==> src/rtl/board_renderer.sv <==
`default_nettype none
// ============================================================================
// Module   : board_renderer
// Purpose  : Scans the board RAM row-major and paints each cell as a square
//            of pixels through the VGA write port.
// Revision : 1.0 - initial release
// ============================================================================
module board_renderer #(
    parameter int         BOARD_W   = 10,
    parameter int         BOARD_H   = 20,
    parameter int         BLOCK_PX  = 4,
    parameter int         X_ORIGIN  = 60,
    parameter int         Y_ORIGIN  = 20,
    parameter logic [5:0] BG_COLOUR = 6'd0
) (
    input  logic       clk,
    input  logic       reset_n,
    input  logic       enable,
    output logic [7:0] ram_addr,
    input  logic [5:0] ram_Q,
    output logic [7:0] X_vga,
    output logic [6:0] Y_vga,
    output logic [5:0] colour_out,
    output logic       writeEn,
    output logic       complete
);

    localparam int XW = (BOARD_W  > 1) ? $clog2(BOARD_W)  : 1;
    localparam int YW = (BOARD_H  > 1) ? $clog2(BOARD_H)  : 1;
    localparam int PW = (BLOCK_PX > 1) ? $clog2(BLOCK_PX) : 1;

    localparam logic [XW-1:0] C_X_LAST  = XW'(BOARD_W - 1);
    localparam logic [YW-1:0] C_Y_LAST  = YW'(BOARD_H - 1);
    localparam logic [PW-1:0] C_PX_LAST = PW'(BLOCK_PX - 1);

    localparam logic [2:0] IDLE  = 3'd0;
    localparam logic [2:0] FETCH = 3'd1;
    localparam logic [2:0] LATCH = 3'd2;
    localparam logic [2:0] DRAW  = 3'd3;
    localparam logic [2:0] DONE  = 3'd4;

    logic [2:0]    r_state;
    logic          r_armed;
    logic [XW-1:0] r_cell_x;
    logic [YW-1:0] r_cell_y;
    logic [PW-1:0] r_px;
    logic [PW-1:0] r_py;
    logic [5:0]    r_cell_colour;

    logic [7:0]    w_cell_addr;
    logic [7:0]    w_pix_x;
    logic [6:0]    w_pix_y;
    logic          w_last_cell;
    logic          w_last_pixel;

    assign w_cell_addr  = 8'(r_cell_y) * 8'(BOARD_W) + 8'(r_cell_x);
    assign w_pix_x      = 8'(X_ORIGIN) + 8'(r_cell_x) * 8'(BLOCK_PX) + 8'(r_px);
    assign w_pix_y      = 7'(Y_ORIGIN) + 7'(r_cell_y) * 7'(BLOCK_PX) + 7'(r_py);
    assign w_last_cell  = (r_cell_x == C_X_LAST) && (r_cell_y == C_Y_LAST);
    assign w_last_pixel = (r_px == C_PX_LAST) && (r_py == C_PX_LAST);

    // Outputs decode directly from state so the address meets the RAM in FETCH
    // and its data is ready one cycle later in LATCH.
    assign ram_addr   = (r_state == FETCH) ? w_cell_addr : 8'd0;
    assign writeEn    = (r_state == DRAW);
    assign X_vga      = (r_state == DRAW) ? w_pix_x : 8'd0;
    assign Y_vga      = (r_state == DRAW) ? w_pix_y : 7'd0;
    assign colour_out = (r_state == DRAW) ? r_cell_colour : 6'd0;
    assign complete   = (r_state == DONE);

    always_ff @(posedge clk) begin
        if (!reset_n) begin
            r_state       <= IDLE;
            r_armed       <= 1'b1;
            r_cell_x      <= '0;
            r_cell_y      <= '0;
            r_px          <= '0;
            r_py          <= '0;
            r_cell_colour <= 6'd0;
        end else if (r_state == IDLE) begin
            if (!enable) begin
                r_armed <= 1'b1;
            end else if (r_armed) begin
                r_armed  <= 1'b0;
                r_cell_x <= '0;
                r_cell_y <= '0;
                r_px     <= '0;
                r_py     <= '0;
                r_state  <= FETCH;
            end
        end else if (!enable) begin
            // Abort: the controller deselected us mid-operation.
            r_state  <= IDLE;
            r_armed  <= 1'b1;
            r_cell_x <= '0;
            r_cell_y <= '0;
            r_px     <= '0;
            r_py     <= '0;
        end else begin
            case (r_state)
                FETCH: begin
                    r_state <= LATCH;
                end
                LATCH: begin
                    r_cell_colour <= (ram_Q == 6'd0) ? BG_COLOUR : ram_Q;
                    r_px          <= '0;
                    r_py          <= '0;
                    r_state       <= DRAW;
                end
                DRAW: begin
                    if (r_px == C_PX_LAST) begin
                        r_px <= '0;
                        r_py <= r_py + PW'(1);
                    end else begin
                        r_px <= r_px + PW'(1);
                    end
                    if (w_last_pixel) begin
                        r_py <= '0;
                        if (w_last_cell) begin
                            r_state <= DONE;
                        end else begin
                            if (r_cell_x == C_X_LAST) begin
                                r_cell_x <= '0;
                                r_cell_y <= r_cell_y + YW'(1);
                            end else begin
                                r_cell_x <= r_cell_x + XW'(1);
                            end
                            r_state <= FETCH;
                        end
                    end
                end
                DONE: begin
                    r_state <= IDLE;
                end
                default: begin
                    r_state <= IDLE;
                end
            endcase
        end
    end

endmodule
`default_nettype wire

==> config.mk <==
export PLATFORM = sky130hd
export DESIGN_NAME = board_renderer
export DESIGN_NICKNAME = d
export VERILOG_FILES = /design/src/rtl/board_renderer.sv
export SDC_FILE = /design/constraint.sdc
export NUM_CORES = 1
export LEC_CHECK = 0
export ABC_AREA = 1
export ABC_CLOCK_PERIOD_IN_PS = 2800
export CORE_MARGIN = 2
export CORE_UTILIZATION = 51
export DETAILED_ROUTE_END_ITERATION = 8
export HOLD_SLACK_MARGIN = 0.12
export PLACE_DENSITY = 0.8
export SYNTH_ARGS = -nofsm -noshare
export SYNTH_HDL_FRONTEND = slang
export SYNTH_SLANG_ARGS = --single-unit
export TNS_END_PERCENT = 1
==> constraint.sdc <==
create_clock -name clk -period 2.8 [get_ports clk]
set_clock_uncertainty 0.15 [all_clocks]
set_input_delay 0.28 -clock clk [delete_from_list [all_inputs] [get_ports clk]]
set_output_delay 0.28 -clock clk [all_outputs]
set_load 0.03 [all_outputs]
==> results of run 1 <==
## flip-flops by register name, indices dropped and copies added, names as in the netlist
name           flops
r_py               2
r_cell_y           5
r_cell_colour      6
r_cell_x           4
r_px               2
r_armed            1
r_state            3
## Yosys cell counts, drive strengths merged
cell	n
nand2	62
nor2	48
inv	43
a21oi	24
dfxtp	23
nand3	18
o21ai	18
ha	15
nor3	7
buf	6
nand4	6
a31oi	2
clkbuf	2
fa	2
or2	2
conb	1
nor4	1
xnor2	1
xor2	1
## layer usage
layer | global-route usage, % | vias to the layer above | routed length [um]
met1 | 28.46 | 824 | 1875
li1 | - | 988 | -
met4 | 4.891 | 0 | 42
met3 | 2.679 | 6 | 165
met2 | 38.03 | 47 | 2007
met5 | 0 | - | 0
## report_power, final
group	leakage, uW	switching, uW	internal [uW]	total [uW]
clock network	0.0000150	104	55.6	159
logic	0.000852	171	106	277
registers	0.000188	16.9	346	362
## cells in the final DEF (no fill, tap or decap), types with 12 or more instances in the layout
cell type        instances
nor2_1                  44
nand2_1                 55
a21oi_1                 22
clkdlybuf4s50_1         34
nand3_1                 17
ha_1                    15
dfxtp_1                 22
inv_1                   37
buf_4                   12
o21ai_0                 18
## worst max-delay path: stages, from the launching register on
cell     delay [ps]
dfxtp_1         340
ha_1            300
ha_1            220
inv_1            70
fa_2            470
nor2_2          140
nand2_1          80
nand3_1          70
nand2_1          50
nor2_1           80
buf_4           160
## kinds of logic after synthesis
family / after synthesis / synth area share [%]
flip-flops: 23 / 25.31
buffers and inverters: 51 / 12.10
XOR/XNOR: 2 / 0.9630
other: 1 / 0.2061
AO/OA/AOI/OAI: 44 / 13.07
AND/OR/NAND/NOR: 144 / 35.83
adder cells (fa/ha/maj): 17 / 12.52
## layout make-up
class,count,area [um2]
inverters,43,163.9
flip-flops and latches,23,461.7
multi-input cells,208,1151
repair buffers,48,447.9
fillers,311,1081
well taps,46,57.56
clock buffers,4,26.28
## through the flow
step	hold WS, ps	instance area [um2]	total power, uW
floorplan	278.7	1819	566.1
global placement	289.5	2271	637.8
detailed placement	302.0	2271	639.8
CTS	322.1	2296	794.3
global route	335.1	2308	861.1
finish	322.8	2308	798.1
## worst max-delay path by stage
stage / startpoint / endpoint / slack (ps) / depth (start not counted)
floorplan: r_cell_y[1] / ram_addr[7] / 290 / 9
global placement: r_cell_y[1] / ram_addr[5] / 170 / 7
detailed placement: r_cell_y[3] / ram_addr[5] / 130 / 7
CTS: r_cell_y[0] / ram_addr[4] / 20 / 7
global route: r_cell_y[1] / ram_addr[7] / -80 / 10
finish: r_cell_y[1] / ram_addr[7] / 80 / 10
## repair_timing
action | CTS | global route
setup buffers | 0 | 0
gates resized for setup | 1 | 7
endpoints found under the setup margin | 1 | 5
==> results_dict.tcl, run 1 <==
set metrics [dict create \
    vias_per_cell 5.013 \
    drtIter0Drc 80 \
    timing.fmax_ghz 0.3677 \
    htree_levels 1 \
    hp-class "flop to flop" \
    gp_congestion 0.8499 \
    antenna_cells 0 \
    first_pass_iters 4 \
    drv_slew 0 \
    fin_ws_ps 80.34 \
    setup_viol 0 \
    syn_nets 308 \
    overflow 0 \
    dieWidth_um 63.73 \
    critPathCaptureType "primary output" \
    critical_path_peak_fanout 5 \
    required_ps 2370 \
    drcViolationCount 0 \
    track_usage_pct 21.76 \
    reg2reg_depth 10 \
    io_pins 40 \
    clkSinkCount 23 \
    hold_buffers 0 \
    outcome "finished clean" \
    whs_endpoint "r_cell_colour[3]" \
    syn_to_final_growth_pct 26.89 \
    setup_tns_ps 0 \
    clock_latency_ps 310 \
    vias 1865 \
    cp-start-kind "flop" \
    grt_max_degree 19 \
    avgSynthCellArea_um2 6.451 \
    coreArea_um2 3390 \
    hold_viol 0 \
    worst_pin_slew_ps 593.9 \
    initial_utilization_pct 53.67 \
    final.period_utilization_pct 97.13 \
    fin_crit_ps 2720 \
    drt_wl_total_um 4090 \
    dieArea_um2 4061 \
    power_density_nw_per_um2 345.7 \
    placementRows 21 \
    wl_per_cell_um 10.99 \
    ys_top_cells_by_area "dfxtp_1, nand2_1, ha_1, nor2_1, inv_1" \
    r2r_start "r_cell_y[0]" \
    clockBufferDepth 2 \
    io_buffers 38 \
    dp_cells 368 \
    hold_start "r_cell_colour[3]" \
    syn_area_um2 1819 \
    critPathKind "flop to primary output" \
    synth_cell_types 31 \
    cap_viol_max_count 0 \
    antenna_found_initial 0 \
    fin_nets 353 \
    ys_seq_area_share_pct 25.31 \
    arrival_ps 2290 \
    cts.clk_slew.worst_paths_ps 130 \
    stdcell_count 372 \
    synth.largest_area_cell "dfxtp_1" \
    place_ws_ps 126.1 \
    rsz0062_at_grt "yes" \
    synth_top_area_share_pct 25.31 \
    fin_util_pct 68.11 \
    ir_drop_mv 0.3053 \
    root_buffer "clkbuf_4" \
    r2r_slack_ps 940 \
    cts_made_buffers 3 \
    drive_gt1_share_pct 12.58 \
    cts_tree "yes" \
    yosys_warnings 0 \
    grt_pass1_vias 1690 \
    fp.dieH_um 63.73 \
    reg2reg_to "r_cell_x[0]" \
    maxSlewHeadroom_pct 60.28 \
    p_leak_uw 0.001055 \
    grt_pass1_wl_um 7293 \
    hold_depth 2 \
    ys_ff_latch 23 \
    dp_hpwl_um 3247 \
    ant_nets 0 \
    syn_inst 282 \
]
No activity file was read; power rests on OpenSTA's default activity.
==> inputs of run 2 (changes only) <==
--- a/config.mk
+++ b/config.mk
@@ -7,6 +7,7 @@
 export LEC_CHECK = 0
 export ABC_AREA = 1
 export ABC_CLOCK_PERIOD_IN_PS = 2800
+export CAP_MARGIN = 20
 export CORE_MARGIN = 2
 export CORE_UTILIZATION = 51
 export DETAILED_ROUTE_END_ITERATION = 8
==> results of run 2 <==
Same layout as run 1: the final DEF is identical, and so are final timing and power.
==> inputs of run 3 (changes only) <==
--- a/config.mk
+++ b/config.mk
@@ -8,10 +8,10 @@
 export ABC_AREA = 1
 export ABC_CLOCK_PERIOD_IN_PS = 2800
 export CAP_MARGIN = 20
-export CORE_MARGIN = 2
+export CORE_MARGIN = 3
 export CORE_UTILIZATION = 51
 export DETAILED_ROUTE_END_ITERATION = 8
-export HOLD_SLACK_MARGIN = 0.12
+export HOLD_SLACK_MARGIN = 0.06
 export PLACE_DENSITY = 0.8
 export SYNTH_ARGS = -nofsm -noshare
 export SYNTH_HDL_FRONTEND = slang
==> run 3 against run 2 <==
Non-clock buffer count down 1. Largest cell class unchanged. Via count up 0.32%. Critical endpoint unchanged. Die area up 6.4%. Sequential share of layout area about the same. Combinational power about the same. Global-route usage down 1.0 points. Utilization down 0.30 points.
==> results_dict.tcl, run 3 (synthesis gave the netlist of run 1 again) <==
set metrics [dict create \
    outcome "finished clean" \
    cap_viol_max_count 0 \
    coreArea_um2 3390 \
    intPower_uw 503.0 \
    layout_commonest_cell "nand2_1" \
    p_comb_share_pct 34.7 \
    htree_levels 1 \
    dieWidth_um 65.73 \
    timing.fmax_ghz 0.3709 \
    cts_tree "yes" \
    syn_to_final_growth_pct 26.34 \
    setup_viol 0 \
    p_leak_uw 0.001100 \
    drt_wl_total_um 4140 \
    cts_made_buffers 3 \
    io_pins 40 \
    dp_hpwl_um 3260 \
    required_ps 2370 \
    first_pass_iters 4 \
    clkSinkCount 23 \
    track_usage_pct 20.72 \
    multi_input_area_um2 1141 \
    place_ws_ps 97.98 \
    wl_per_cell_um 11.16 \
    io_buffers 38 \
    cts.clk_slew.worst_paths_ps 130 \
    crit_family "adder cells" \
    gp_congestion 0.8193 \
    dp_cells 367 \
    critical_path_peak_fanout 5 \
    nFillCells 312 \
    fin_crit_ps 2696 \
    drcViolationCount 0 \
    ant_nets 0 \
    power_density_nw_per_um2 345.3 \
    antenna_found_initial 0 \
    p_clk_share_pct 19.7 \
    layout_common_cells "nand2_1, nor2_1, inv_1, clkdlybuf4s50_1, dfxtp_1" \
    path_cells "ha_1 -> ha_1 -> inv_1 -> fa_2 -> nor2_1 -> nand2_1 -> nand3_1 -> nand2_1 -> nor2_1 -> buf_4" \
    critPathKind "flop to primary output" \
    top_register "r_cell_colour" \
    initial_utilization_pct 53.67 \
    largest_reg_flops 6 \
    vias 1871 \
    grt_pass1_wl_um 7238 \
    reg_top3 "r_cell_colour x6, r_cell_y x5, r_cell_x x4" \
    cpMaxStageDelayCell "fa_2" \
    clockBufferDepth 2 \
    sequentialPowerShare_pct 45.6 \
    arrival_ps 2270 \
    stdcell_count 371 \
    fin_ws_ps 103.7 \
    hold_viol 0 \
    fin_nets 352 \
    vias_per_cell 5.043 \
    root_buffer "clkbuf_4" \
    worst_pin_slew_ps 585.9 \
    drive_gt1_share_pct 11.69 \
    slowest_delay_ps 460 \
    ir_drop_mv 0.3394 \
    antenna_cells 0 \
    grt_max_degree 19 \
    grt_pass1_vias 1777 \
    drtIter0Drc 82 \
    final.period_utilization_pct 96.30 \
    worst-path-buf-inv 2 \
    dieArea_um2 4320 \
    fp.dieH_um 65.73 \
    sw_frac_of_total_pct 36.63 \
    hold_buffers 0 \
    hp-class "flop to flop" \
    seqCellArea_um2 460.4 \
    drv_slew 0 \
    rsz0062_at_grt "yes" \
    cts_setup_buffers 0 \
    cp-start-kind "flop" \
    placementRows 21 \
    overflow 0 \
    switching_power_uw 290.7 \
    maxSlewHeadroom_pct 60.82 \
    clock_latency_ps 310 \
    critPathCaptureType "primary output" \
]
run 3: worst reg2reg max path: stages, from the launching register on:
cell	delay (ps)
dfxtp_1	390
buf_4	150
ha_1	220
nand2_1	80
nor2_1	110
nand2_1	110
nand2_1	140
nand2_4	110
nand3_4	110
nand2_1	100
a21oi_2	120
run 3: repair_timing:
item	4_1_cts	5_1_grt
setup endpoints to repair	1	7
pin swaps	0	0
gates resized for setup	1	7
run 3: metrics by stage:
| step | power (uW) | cell area (um2) | TNS, ps | util, % | hold WS, ps |
|---|---|---|---|---|---|
| final | 793.7 | 2298 | 0 | 67.81 | 312.0 |
| after detailed placement | 644.8 | 2263 | 0 | 66.78 | 299.0 |
| after global routing | 861.5 | 2298 | -62.88 | 67.81 | 342.3 |
| after floorplan | 566.1 | 1819 | 0 | - | 278.7 |
| after global placement | 638.3 | 2263 | 0 | 66.78 | 289.5 |
| after CTS | 798.9 | 2290 | 0 | 67.55 | 318.4 |
run 3: area by class of cell:
type / count / area share (%)
clock buffers: 3 / 0.9799
clock inverters: 1 / 0.2177
inverters: 43 / 7.131
multi-input cells: 208 / 49.65
flip-flops and latches: 23 / 20.03
well taps: 46 / 2.504
repair buffers: 47 / 19.49
run 3: final timing paths:
check              startpoint          endpoint  slack (ps)  cells after the start
max reg2reg       r_cell_y[0]       r_cell_x[0]         950                     10
min          r_cell_colour[1]  r_cell_colour[1]         310                      2
max               r_cell_y[1]       ram_addr[7]         100                     10
min reg2reg  r_cell_colour[1]  r_cell_colour[1]         310                      2
run 3: power groups by stage:
stage / sequential [uW] / combinational (uW) / clock, uW
floorplan: 372 / 194 / 0
global placement: 368 / 270 / 0
detailed placement: 369 / 275 / 0
CTS: 362 / 276 / 161
global route: 365 / 317 / 179
finish: 362 / 275 / 156
run 3: layer usage:
metal  vias up  part of all wire [%]  global-route usage, %
li1        987                     -                      -
met1       835                    44                  25.84
met2        45                    51                  37.80
met3         4                   4.5                  2.051
met4         0                  0.87                  4.922
met5         -                     0                      0
